File: config.mk
export PLATFORM = sky130hd
export DESIGN_NAME = mux4_rr_arbiter
export DESIGN_NICKNAME = d
export VERILOG_FILES = /design/src/rtl/mux4_rr_arbiter_pkg.sv /design/src/rtl/mux4_rr_arbiter_pick4.sv /design/src/rtl/mux4_rr_arbiter.sv
export SDC_FILE = /design/constraint.sdc
export NUM_CORES = 1
export LEC_CHECK = 0
export BUFFER_PORTS_ARGS = -buffer_cell sky130_fd_sc_hd__buf_2
export CORE_MARGIN = 2
export CORE_UTILIZATION = 52
export CTS_CLUSTER_DIAMETER = 50
export DETAILED_ROUTE_END_ITERATION = 10
export GPL_ROUTABILITY_DRIVEN = 0
export PLACE_DENSITY = 0.75
export SETUP_SLACK_MARGIN = 0.1
export SLEW_MARGIN = 5
export SYNTH_ARGS = -nofsm -noshare
export SYNTH_HDL_FRONTEND = slang
export SYNTH_SLANG_ARGS = --single-unit
export TNS_END_PERCENT = 10
File: constraint.sdc
create_clock -name clk -period 1.9 [get_ports clk]
set_clock_uncertainty 0.1 [all_clocks]
set_input_delay 0.095 -clock clk [delete_from_list [all_inputs] [get_ports clk]]
set_output_delay 0.095 -clock clk [all_outputs]
set_load 0.01 [all_outputs]
File: src/rtl/mux4_rr_arbiter_pkg.sv
// ============================================================================
//  Module   : mux4_rr_arbiter_pkg
//  Brief    : Shared state encodings and sizing constants for the mux4 arbiter
//  Revision : 1.0
// ============================================================================
`default_nettype none

package mux4_rr_arbiter_pkg;

    typedef enum logic {
        ST_IDLE = 1'b0,
        ST_OWN  = 1'b1
    } state_t;

    localparam int c_num_req = 4;
    localparam int c_sel_w   = 2;

endpackage

`default_nettype wire

File: src/rtl/mux4_rr_arbiter_pick4.sv
// ============================================================================
//  Module   : rr_pick4
//  Brief    : Combinational rotating-priority picker over four request lines
//  Revision : 1.0
// ============================================================================
`default_nettype none

module rr_pick4
    import mux4_rr_arbiter_pkg::*;
(
    input  logic [c_num_req-1:0] req,
    input  logic [c_sel_w-1:0]   ptr,
    output logic                 any,
    output logic [c_sel_w-1:0]   win_idx,
    output logic [c_num_req-1:0] win_onehot
);

    logic [c_sel_w-1:0] w_idx;

    // Walk from the furthest offset back to ptr so the nearest set bit wins last.
    always_comb begin
        any     = |req;
        win_idx = '0;
        w_idx   = '0;
        for (int i = c_num_req - 1; i >= 0; i--) begin
            w_idx = ptr + c_sel_w'(i);
            if (req[w_idx]) begin
                win_idx = w_idx;
            end
        end
        win_onehot = any ? (c_num_req'(1) << win_idx) : '0;
    end

endmodule

`default_nettype wire

File: src/rtl/mux4_rr_arbiter.sv
// ============================================================================
//  Module   : mux4_rr_arbiter
//  Brief    : Round-robin arbiter driving the select of a shared 4:1 mux,
//             with bounded ownership and a forced-release timeout pulse
//  Revision : 1.0
// ============================================================================
`default_nettype none

module mux4_rr_arbiter
    import mux4_rr_arbiter_pkg::*;
#(
    parameter int MAX_HOLD = 8,
    parameter int CNT_W    = 4
)
(
    input  logic                 clk,
    input  logic                 reset_n,
    input  logic [c_num_req-1:0] req,
    output logic [c_num_req-1:0] grant,
    output logic [c_sel_w-1:0]   sel,
    output logic                 busy,
    output logic                 timeout
);

    state_t                 r_state;
    logic [c_sel_w-1:0]     r_ptr;
    logic [CNT_W-1:0]       r_hold_cnt;
    logic [c_num_req-1:0]   r_grant;
    logic [c_sel_w-1:0]     r_sel;
    logic                   r_timeout;

    state_t                 w_state_next;
    logic [c_sel_w-1:0]     w_ptr_next;
    logic [CNT_W-1:0]       w_hold_next;
    logic [c_num_req-1:0]   w_grant_next;
    logic [c_sel_w-1:0]     w_sel_next;
    logic                   w_timeout_next;
    logic                   w_take_new;

    logic                   w_any;
    logic [c_sel_w-1:0]     w_win_idx;
    logic [c_num_req-1:0]   w_win_onehot;
    logic                   w_owner_req;
    logic                   w_limit_hit;

    rr_pick4 u_pick (
        .req        (req),
        .ptr        (r_ptr),
        .any        (w_any),
        .win_idx    (w_win_idx),
        .win_onehot (w_win_onehot)
    );

    // While owning, sel always names the owner, so it doubles as the owner index.
    assign w_owner_req = req[r_sel];
    assign w_limit_hit = (MAX_HOLD != 0) && (r_hold_cnt == CNT_W'(MAX_HOLD));

    always_comb begin
        w_state_next   = r_state;
        w_ptr_next     = r_ptr;
        w_hold_next    = r_hold_cnt;
        w_grant_next   = r_grant;
        w_sel_next     = r_sel;
        w_timeout_next = 1'b0;
        w_take_new     = 1'b0;

        case (r_state)
            ST_IDLE: begin
                w_take_new = w_any;
            end
            ST_OWN: begin
                if (w_owner_req && !w_limit_hit) begin
                    if (r_hold_cnt != {CNT_W{1'b1}}) begin
                        w_hold_next = r_hold_cnt + CNT_W'(1);
                    end
                end else begin
                    // ptr already points past the owner, so a timed-out owner ranks last.
                    w_timeout_next = w_owner_req;
                    if (w_any) begin
                        w_take_new = 1'b1;
                    end else begin
                        w_state_next = ST_IDLE;
                        w_grant_next = '0;
                        w_hold_next  = '0;
                    end
                end
            end
            default: begin
                w_state_next = ST_IDLE;
                w_grant_next = '0;
            end
        endcase

        if (w_take_new) begin
            w_state_next = ST_OWN;
            w_grant_next = w_win_onehot;
            w_sel_next   = w_win_idx;
            w_ptr_next   = w_win_idx + c_sel_w'(1);
            w_hold_next  = CNT_W'(1);
        end
    end

    always_ff @(posedge clk or negedge reset_n) begin
        if (!reset_n) begin
            r_state    <= ST_IDLE;
            r_ptr      <= '0;
            r_hold_cnt <= '0;
            r_grant    <= '0;
            r_sel      <= '0;
            r_timeout  <= 1'b0;
        end else begin
            r_state    <= w_state_next;
            r_ptr      <= w_ptr_next;
            r_hold_cnt <= w_hold_next;
            r_grant    <= w_grant_next;
            r_sel      <= w_sel_next;
            r_timeout  <= w_timeout_next;
        end
    end

    assign grant   = r_grant;
    assign sel     = r_sel;
    assign busy    = |r_grant;
    assign timeout = r_timeout;

endmodule

`default_nettype wire

==> flow_metrics.tcl, run 1 <==
set metrics [dict create \
    p_leak_nw 0.429 \
    cts_tree "done" \
    holdPathStages 3 \
    post-place-ws_ns 0.183 \
    coreArea_sq_um 1320 \
    worstMarginPinSlew_ns 0.366 \
    worstSetupPathType "reg -> reg" \
    outcome "complete, no violations" \
    clock-sinks 14 \
    num-nets-final 101 \
    hold_violations 0 \
    yosys_warnings 0 \
    synthTopCellsByCount "dfrtp_1 (14), a21oi_1 (8), nand2_1 (8)" \
    yosysSeqAreaShare 0.469 \
    final_cell_area_sq_um 895 \
    syn_to_final_growth_pct 19.8 \
    fp.dieH_um 41.9 \
    wl_um 1440 \
    place_area_sq_um 838 \
    r2r-start "sel[0]$_DFFE_PN0P_" \
    ir_drop_mv 0.745 \
    ys.flop_type "dfrtp_1" \
    synthCells 72 \
    grt_pass1_vias 596 \
    max_slew_margin 0.756 \
    clk_latency_ns 0.29 \
    gr-total-overflow 0 \
    setup_viol 0 \
    finalCritPeriodShare 0.893 \
    antenna_found_initial 0 \
    grt_pass1_wl_um 2530 \
    holdWs_ns 0.00342 \
    endpoint_kind "flip-flop" \
    min_to "r_state$_DFF_PN0_" \
    synth_area_leaders "dfrtp_1 (47%), a21oi_1 (5.4%), o21ai_0 (4.7%), nand2_1 (4.0%), inv_1 (3.5%)" \
    cp-start-kind "flip-flop" \
    multi_input_area_sq_um 373 \
    r2r_cells 4 \
    async_flop_share 1.00 \
    cp_max_fo 8 \
    hold_start "req[3]" \
    reg2reg_slack_ns 0.20 \
    io_pins 14 \
    period_needed_ns 1.70 \
    htree_levels 1 \
    grt_usage 0.193 \
    portBuffers 13 \
    instances_no_fill 107 \
    fillCellCount 93 \
    grt_max_degree 15 \
    hp-class "in -> reg" \
    synth_cell_types 27 \
    syn-cell-area_sq_um 747 \
    fmax_mhz 589 \
    synth_edf_count 0 \
    die_w_um 41.9 \
    setup_tns_ns 0 \
    hpwl_um 1100 \
    avgRoutedWirePerCell_um 13.4 \
    crit_path_top_delay_cell "mux4_2" \
    num_vias 638 \
    clk_pin_slew_ns 0.09 \
    cap_violations 0 \
    synth_top_cell_by_area "dfrtp_1" \
    drt.antenna.violating_nets 0 \
    via_per_inst 5.96 \
    dr.pass1.iters 4 \
    syn-num-nets 80 \
    setup_ws_ns 0.203 \
    rows 13 \
    drt-initial-drc-count 10 \
    cp_data_required_time_ns 1.98 \
    place_inst 101 \
    total_power_mw 1.33 \
    cp.arrival_ns 1.78 \
    root_buffer "clkbuf_4" \
    reg2reg_to "r_ptr[0]$_DFFE_PN0P_" \
    slew_viol_final 0 \
    dieArea_sq_um 1760 \
    syn_avg_cell_area_sq_um 10.4 \
    drive_gt1_frac 0.283 \
    synth_top_area_frac 0.469 \
    antenna_cells 0 \
    yosysMostFrequentCell "dfrtp_1" \
    crit_path_cell_trace "mux4_2 > a31oi_4 > nand2_2 > o21a_1" \
    rsz0062_at_grt "false" \
    cpPeakStageDelay_ns 0.59 \
    drcViolationCount 0 \
    ys_ff_latch 14 \
    initial_utilization 0.567 \
    postLayoutCoreUtil 0.679 \
    cts_made_buffers 3 \
    cellPowerDensity_nw_per_um2 1490 \
    cts_buffer_depth 2 \
    seqCellArea_sq_um 350 \
]
[critical path, delay by kind of cell, from the launching register on]
| kind | cells | cell delay, ns |
|---|---|---|
| simple gates | 1 | 0.08 |
| mux | 1 | 0.59 |
| compound gates | 2 | 0.43 |
| flops | 1 | 0.38 |
[where the power goes]
part / switching (mW) / leakage [nW] / internal (mW)
sequential: 0.107 / 0.173 / 0.408
combinational: 0.313 / 0.235 / 0.286
clock: 0.0993 / 0.0210 / 0.117
total: 0.519 / 0.429 / 0.810
[cell families after synthesis]
kind of cell	after synthesis	share of synthesized area
fa+ha+maj	2	0.0335
simple gates	20	0.161
mux	2	0.0435
flops	14	0.469
compound gates	26	0.246
buf+inv	7	0.0352
xor+xnor	1	0.0117
[timing repair]
action	CTS	global route
gates resized for setup	0	1
buffers inserted	0	1
setup endpoints to repair	0	1
endpoints found under the hold margin	14	0
hold buffers	1	0
[cells in the final DEF, fill, tap and decap left out, drive strengths merged]
cell type     n
buf          15
dfrtp        14
a21oi         8
nand2         8
inv           7
o21ai         7
clkbuf        4
nand3         3
nor2          2
o21a          2
nand2b        2
a32o          2
ha            2
or4           1
nor4          1
nand3b        1
mux4          1
a31oi         1
o22ai         1
mux2i         1
nor3b         1
a211oi        1
o21bai        1
a41o          1
a22oi         1
xor2          1
and3          1
a31o          1
dlygate4sd3   1
[area by class of cell]
type	count	area share
multi-input combinational	51	0.417
sequential	14	0.392
timing repair buffer	16	0.101
clock buffer	4	0.0406
inverter	7	0.0294
tap	15	0.0210
[flip-flops by register name (all words and copies together), names as in the netlist]
signal	count
grant	4
r_state	1
r_ptr	2
timeout	1
r_hold_cnt	4
sel	2
[worst max path at each step]
| stage | startpoint | end | slack [ns] | cells after the start |
|---|---|---|---|---|
| floorplan | sel[0]$_DFFE_PN0P_ | r_ptr[0]$_DFFE_PN0P_ | 0.26 | 4 |
| global placement | sel[0]$_DFFE_PN0P_ | r_ptr[0]$_DFFE_PN0P_ | 0.27 | 4 |
| detailed placement | sel[0]$_DFFE_PN0P_ | r_ptr[0]$_DFFE_PN0P_ | 0.18 | 4 |
| CTS | sel[0]$_DFFE_PN0P_ | r_ptr[0]$_DFFE_PN0P_ | 0.17 | 4 |
| global route | sel[0]$_DFFE_PN0P_ | r_ptr[0]$_DFFE_PN0P_ | 0.1 | 4 |
| finish | sel[0]$_DFFE_PN0P_ | r_ptr[0]$_DFFE_PN0P_ | 0.20 | 4 |
[per-layer routing]
layer	vias to the layer above	GRT usage	share of wire
met1	318	0.236	0.45
li1	305	-	-
met5	-	0	0
met3	5	0.0261	0.024
met2	10	0.313	0.49
met4	0	0.135	0.031
(Power assumes the default switching activity.)
==> inputs of run 2 (changes only) <==
--- a/config.mk
+++ b/config.mk
@@ -5,13 +5,15 @@
 export SDC_FILE = /design/constraint.sdc
 export NUM_CORES = 1
 export LEC_CHECK = 0
+export ABC_AREA = 1
 export BUFFER_PORTS_ARGS = -buffer_cell sky130_fd_sc_hd__buf_2
 export CORE_MARGIN = 2
-export CORE_UTILIZATION = 52
+export CORE_UTILIZATION = 55
+export CTS_BUF_LIST = sky130_fd_sc_hd__clkbuf_16
 export CTS_CLUSTER_DIAMETER = 50
 export DETAILED_ROUTE_END_ITERATION = 10
 export GPL_ROUTABILITY_DRIVEN = 0
-export PLACE_DENSITY = 0.75
+export PLACE_DENSITY = 0.77
 export SETUP_SLACK_MARGIN = 0.1
 export SLEW_MARGIN = 5
 export SYNTH_ARGS = -nofsm -noshare
==> run 2 against run 1 <==
Sequential share of layout area down 9.3 points. First-iteration DRC count up 140%. Register-to-register slack better by 0.02 ns. Total power up 63%. Area after synthesis up 33%. Combinational power up 110%. Flip-flop and latch count unchanged. Utilization up 0.82 points. Critical path type unchanged. Critical endpoint is now grant[2]$_DFFE_PN0P_. Highest routed layer is now met3.
==> flow_metrics.tcl, run 2 <==
set metrics [dict create \
    num_vias 886 \
    clk_pin_slew_ns 0.05 \
    holdWs_ns 0.104 \
    rsz0062_at_grt "true" \
    cp-start-kind "flip-flop" \
    holdPathStages 3 \
    async_flop_share 1.00 \
    avgRoutedWirePerCell_um 11.8 \
    drive_gt1_frac 0.359 \
    outcome "complete, no violations" \
    r2r-start "r_ptr[0]$_DFFE_PN0P_" \
    antenna_cells 0 \
    period_needed_ns 1.68 \
    final_common_cell "nand2_1" \
    portBuffers 13 \
    num-nets-final 154 \
    place_inst 165 \
    hold_violations 0 \
    via_per_inst 5.21 \
    finalCritPeriodShare 0.883 \
    reg2reg_slack_ns 0.22 \
    yosys_warnings 0 \
    cp.arrival_ns 1.74 \
    hpwl_um 1620 \
    seqCellArea_sq_um 350 \
    grt_pass1_vias 772 \
    synth_top_cell_by_area "dfrtp_1" \
    drt.antenna.violating_nets 0 \
    coreArea_sq_um 1710 \
    clock-sinks 14 \
    cts_tree "done" \
    synth_area_leaders "dfrtp_1 (35%), nand2_1 (11%), nand2_2 (7.5%), nand3_1 (7.5%), inv_1 (5.7%)" \
    crit_path_top_delay_cell "dfrtp_1" \
    reg2reg_to "grant[2]$_DFFE_PN0P_" \
    cpPeakStageDelay_ns 0.63 \
    cap_violations 0 \
    antenna_found_initial 0 \
    hold_start "req[3]" \
    dr.pass1.iters 4 \
    syn-num-nets 136 \
    grt_max_degree 15 \
    grt_usage 0.220 \
    setup_viol 0 \
    fillCellCount 147 \
    wl_um 2000 \
    fmax_mhz 596 \
    dieArea_sq_um 2160 \
    worstSetupPathType "reg -> reg" \
    synth_cell_types 24 \
    initial_utilization 0.582 \
    die_w_um 46.5 \
    drcViolationCount 0 \
    gr-total-overflow 0 \
    worstMarginPinSlew_ns 0.483 \
    htree_levels 1 \
    io_pins 14 \
    cp_max_fo 10 \
    p_leak_nw 0.632 \
    min_to "r_state$_DFF_PN0_" \
    cts_made_buffers 3 \
    ys_ff_latch 14 \
    root_buffer "clkbuf_16" \
    cellPowerDensity_nw_per_um2 1850 \
    yosysMostFrequentCell "nand2_1" \
    ys.flop_type "dfrtp_1" \
    synthTopCellsByCount "nand2_1 (28), inv_1 (15), nand3_1 (15)" \
    clk_latency_ns 0.24 \
    synth_edf_count 0 \
    r2r_cells 8 \
    ir_drop_mv 1.05 \
    cp_data_required_time_ns 1.97 \
    hp-class "in -> reg" \
    crit_path_cell_trace "nand2_1 > o21ai_2 > nand2_2 > nand2_1 > clkinv_2 > a21oi_4 > nand4_2 > o21ai_2" \
    drt-initial-drc-count 24 \
    synthCells 128 \
    max_slew_margin 0.678 \
    cts_buffer_depth 2 \
    slew_viol_final 0 \
    grt_pass1_wl_um 3350 \
    multi_input_area_sq_um 551 \
    instances_no_fill 170 \
    syn_avg_cell_area_sq_um 7.77 \
    syn-cell-area_sq_um 995 \
    setup_tns_ns 0 \
    fp.dieH_um 46.5 \
    synth_top_area_frac 0.352 \
    endpoint_kind "flip-flop" \
    rows 15 \
    final_cell_mix "nand2_1 (28), inv_1 (15), nand3_1 (14), dfrtp_1 (14), buf_2 (13)" \
    syn_to_final_growth_pct 18.0 \
    yosysSeqAreaShare 0.352 \
]
## run 2: cell type report
class,count,area share
Clock buffer,3,0.0640
Clock inverter,1,0.00320
Inverter,21,0.0746
Multi-Input combinational cell,92,0.469
Sequential cell,14,0.299
Tap cell,25,0.0267
Timing Repair Buffer,14,0.0640
## run 2: metal layers
metal | vias up | GRT usage | share of wire
met5 | - | 0 | 0
met4 | 0 | 0.0229 | 0
met3 | 0 | 0.0471 | 0.051
met2 | 26 | 0.350 | 0.48
met1 | 411 | 0.316 | 0.47
li1 | 449 | - | -
## run 2: where the power goes
part	internal [mW]	switching [mW]
registers	0.408	0.128
clock network	0.278	0.117
logic	0.444	0.790
total	1.13	1.04
## run 2: worst max path at each step
stage	slack, ns	to	depth (start not counted)	from
after floorplan	0.42	r_hold_cnt[3]$_DFFE_PN0P_	10	r_hold_cnt[0]$_DFFE_PN0P_
after global placement	0.26	grant[2]$_DFFE_PN0P_	8	r_ptr[0]$_DFFE_PN0P_
after detailed placement	0.23	grant[2]$_DFFE_PN0P_	8	r_ptr[0]$_DFFE_PN0P_
after CTS	0.22	grant[2]$_DFFE_PN0P_	8	r_ptr[0]$_DFFE_PN0P_
after global routing	0.08	grant[2]$_DFFE_PN0P_	8	r_ptr[0]$_DFFE_PN0P_
final	0.22	grant[2]$_DFFE_PN0P_	8	r_ptr[0]$_DFFE_PN0P_
## run 2: logic make-up after synthesis
group / Yosys count / share of synthesized area
compound gates: 18 / 0.128
fa+ha+maj: 2 / 0.0252
buf+inv: 22 / 0.0994
flops: 14 / 0.352
simple gates: 72 / 0.395
## run 2: through the flow
step | total power [mW] | setup slack, ns | instance area (sq um) | utilization
CTS | 2.17 | 0.223 | 1170 | 0.684
detailed placement | 1.76 | 0.232 | 1080 | 0.632
floorplan | 1.52 | 0.420 | 995 | -
global placement | 1.72 | 0.258 | 1080 | 0.632
global route | 2.36 | 0.0806 | 1170 | 0.687
finish | 2.17 | 0.223 | 1170 | 0.687
## run 2: repair_timing
action | CTS | global route
resized for setup | 0 | 1
hold endpoints to repair | 14 | 0
setup buffers | 0 | 0
hold buffers | 1 | 0
setup endpoints to repair | 0 | 5
## run 2: worst max-delay path, delay by kind of cell, from the launching register on
family          cells  cell delay, ns
buf+inv             1            0.08
simple gates        4            0.43
compound gates      3            0.35
flops               1            0.63
==> inputs of run 3 (changes only) <==
--- a/config.mk
+++ b/config.mk
@@ -5,7 +5,7 @@
 export SDC_FILE = /design/constraint.sdc
 export NUM_CORES = 1
 export LEC_CHECK = 0
-export ABC_AREA = 1
+export ABC_AREA = 0
 export BUFFER_PORTS_ARGS = -buffer_cell sky130_fd_sc_hd__buf_2
 export CORE_MARGIN = 2
 export CORE_UTILIZATION = 55
@@ -13,7 +13,7 @@
 export CTS_CLUSTER_DIAMETER = 50
 export DETAILED_ROUTE_END_ITERATION = 10
 export GPL_ROUTABILITY_DRIVEN = 0
-export PLACE_DENSITY = 0.77
+export PLACE_DENSITY = 0.79
 export SETUP_SLACK_MARGIN = 0.1
 export SLEW_MARGIN = 5
 export SYNTH_ARGS = -nofsm -noshare
==> constraint.sdc (replaced) <==
create_clock -name clk -period 2 [get_ports clk]
set_clock_uncertainty 0.1 [all_clocks]
set_input_delay 0.1 -clock clk [delete_from_list [all_inputs] [get_ports clk]]
set_output_delay 0.1 -clock clk [all_outputs]
set_load 0.01 [all_outputs]
==> run 3 against run 2 <==
Via count shrank 31%. Final cell count fell by 38%. Worst hold slack worse by 0.038 ns. Non-clock buffer count unchanged. First-iteration DRC count is 58% lower. Critical path type unchanged. Largest cell class unchanged. Largest power group unchanged. Sequential power is 7.8% lower. Worst setup slack better by 0.10 ns. Flip-flop and latch count unchanged. Critical path depth fell by 4. Global-route usage increased by 0.73 points. Cell area down 22%.
==> flow_metrics.tcl, run 3 (synthesized netlist as in run 1, its figures left out) <==
set metrics [dict create \
    cp_data_required_time_ns 2.03 \
    grt_pass1_vias 553 \
    finalCritPeriodShare 0.838 \
    setup_tns_ns 0 \
    cellPowerDensity_nw_per_um2 1520 \
    ir_drop_mv 0.802 \
    die_w_um 40.9 \
    fp.dieH_um 40.9 \
    drive_gt1_frac 0.244 \
    r2r-start "sel[0]$_DFFE_PN0P_" \
    fillCellCount 91 \
    cts_buffer_depth 2 \
    dieArea_sq_um 1670 \
    clk_latency_ns 0.24 \
    p_leak_nw 0.436 \
    place_area_sq_um 831 \
    grt_pass1_wl_um 2500 \
    drt.antenna.violating_nets 0 \
    hold_violations 0 \
    grt_max_degree 15 \
    cap_violations 0 \
    clk_pin_slew_ns 0.05 \
    gr-total-overflow 0 \
    initial_utilization 0.581 \
    period_needed_ns 1.68 \
    num-nets-final 99 \
    final_common_cell "dfrtp_1" \
    rsz0062_at_grt "false" \
    max_slew_margin 0.714 \
    via_per_inst 5.82 \
    drt-initial-drc-count 10 \
    cp-start-kind "flip-flop" \
    io_pins 14 \
    root_buffer "clkbuf_16" \
    hpwl_um 1060 \
    antenna_found_initial 0 \
    syn_to_final_growth_pct 23.1 \
    r2r_cells 4 \
    antenna_cells 0 \
    rows 13 \
    clock-sinks 14 \
    dr.pass1.iters 4 \
    outcome "complete, no violations" \
    cp.arrival_ns 1.70 \
    htree_levels 1 \
    avgRoutedWirePerCell_um 13.7 \
    wl_um 1430 \
    wl_met2_um 736 \
    place_inst 100 \
    final_cell_mix "dfrtp_1 (14), buf_2 (13), nand2_1 (8), a21oi_1 (8)" \
    slew_viol_final 0 \
    top_layer_used "met4" \
    final_cell_area_sq_um 920 \
    portBuffers 13 \
    coreArea_sq_um 1280 \
    met3_length_um 39 \
    instances_no_fill 105 \
    cts_tree "done" \
    reg2reg_slack_ns 0.32 \
    reg2reg_to "r_ptr[0]$_DFFE_PN0P_" \
    endpoint_kind "flip-flop" \
    grt_usage 0.227 \
    cts_made_buffers 3 \
    setup_viol 0 \
    worstSetupPathType "reg -> reg" \
    hp-class "in -> reg" \
    wl_met1_um 653 \
    holdWs_ns 0.0657 \
    worstMarginPinSlew_ns 0.428 \
    crit_path_end "r_ptr[0]$_DFFE_PN0P_" \
    drcViolationCount 0 \
    cp_max_fo 8 \
    fmax_mhz 597 \
    total_power_mw 1.40 \
    startpoint "sel[0]$_DFFE_PN0P_" \
    num_vias 611 \
]
## run 3: worst max-delay path, stage by stage (launching register included)
cell	delay, ns
dfrtp_1	0.38
mux4_2	0.58
a31oi_4	0.28
nand2_1	0.10
o21a_1	0.12
## run 3: final cells by class
type                            instances  area [sq um]  share of cell area
Clock inverter                          1          3.75             0.00408
Sequential cell                        14           350               0.381
Tap cell                               15          18.8              0.0204
Clock buffer                            3          75.1              0.0816
Inverter                                7          26.3              0.0286
Timing Repair Buffer                   14          75.1              0.0816
Multi-Input combinational cell         51           370               0.403
## run 3: power breakdown
| part | switching, mW | internal (mW) | leakage (nW) |
|---|---|---|---|
| sequential | 0.105 | 0.389 | 0.173 |
| clock | 0.110 | 0.264 | 0.0385 |
| combinational | 0.282 | 0.246 | 0.225 |
| total | 0.497 | 0.900 | 0.436 |
## run 3: per-stage QoR
step / setup WS, ns / util
finish: 0.324 / 0.716
global route: 0.179 / 0.716
CTS: 0.310 / 0.716
detailed placement: 0.325 / 0.647
global placement: 0.368 / 0.647
floorplan: 0.358 / -
## run 3: repair_timing
action,in CTS,in global routing
endpoints found under the setup margin,0,0
buffers inserted,0,0
hold endpoints to repair,14,0
hold buffers,1,0
gates resized for setup,0,0
## run 3: worst min-delay path by stage
stage / startpoint / endpoint / slack, ns / cells after the start
6_report: req[3] / r_state$_DFF_PN0_ / 0.07 / 3
5_1_grt: req[3] / r_state$_DFF_PN0_ / 0.09 / 3
4_1_cts: req[3] / r_state$_DFF_PN0_ / 0.07 / 3
3_3_place_gp: reset_n / timeout$_DFF_PN0_ / -0.1 / 1
3_5_place_dp: reset_n / timeout$_DFF_PN0_ / -0.09 / 1
2_1_floorplan: reset_n / grant[0]$_DFFE_PN0P_ / -0.30 / 0
## run 3: metal layers
layer	vias to the layer above	GRT usage
li1	299	-
met1	302	0.325
met2	8	0.348
met3	2	0.0489
met4	0	0.0500
met5	-	0
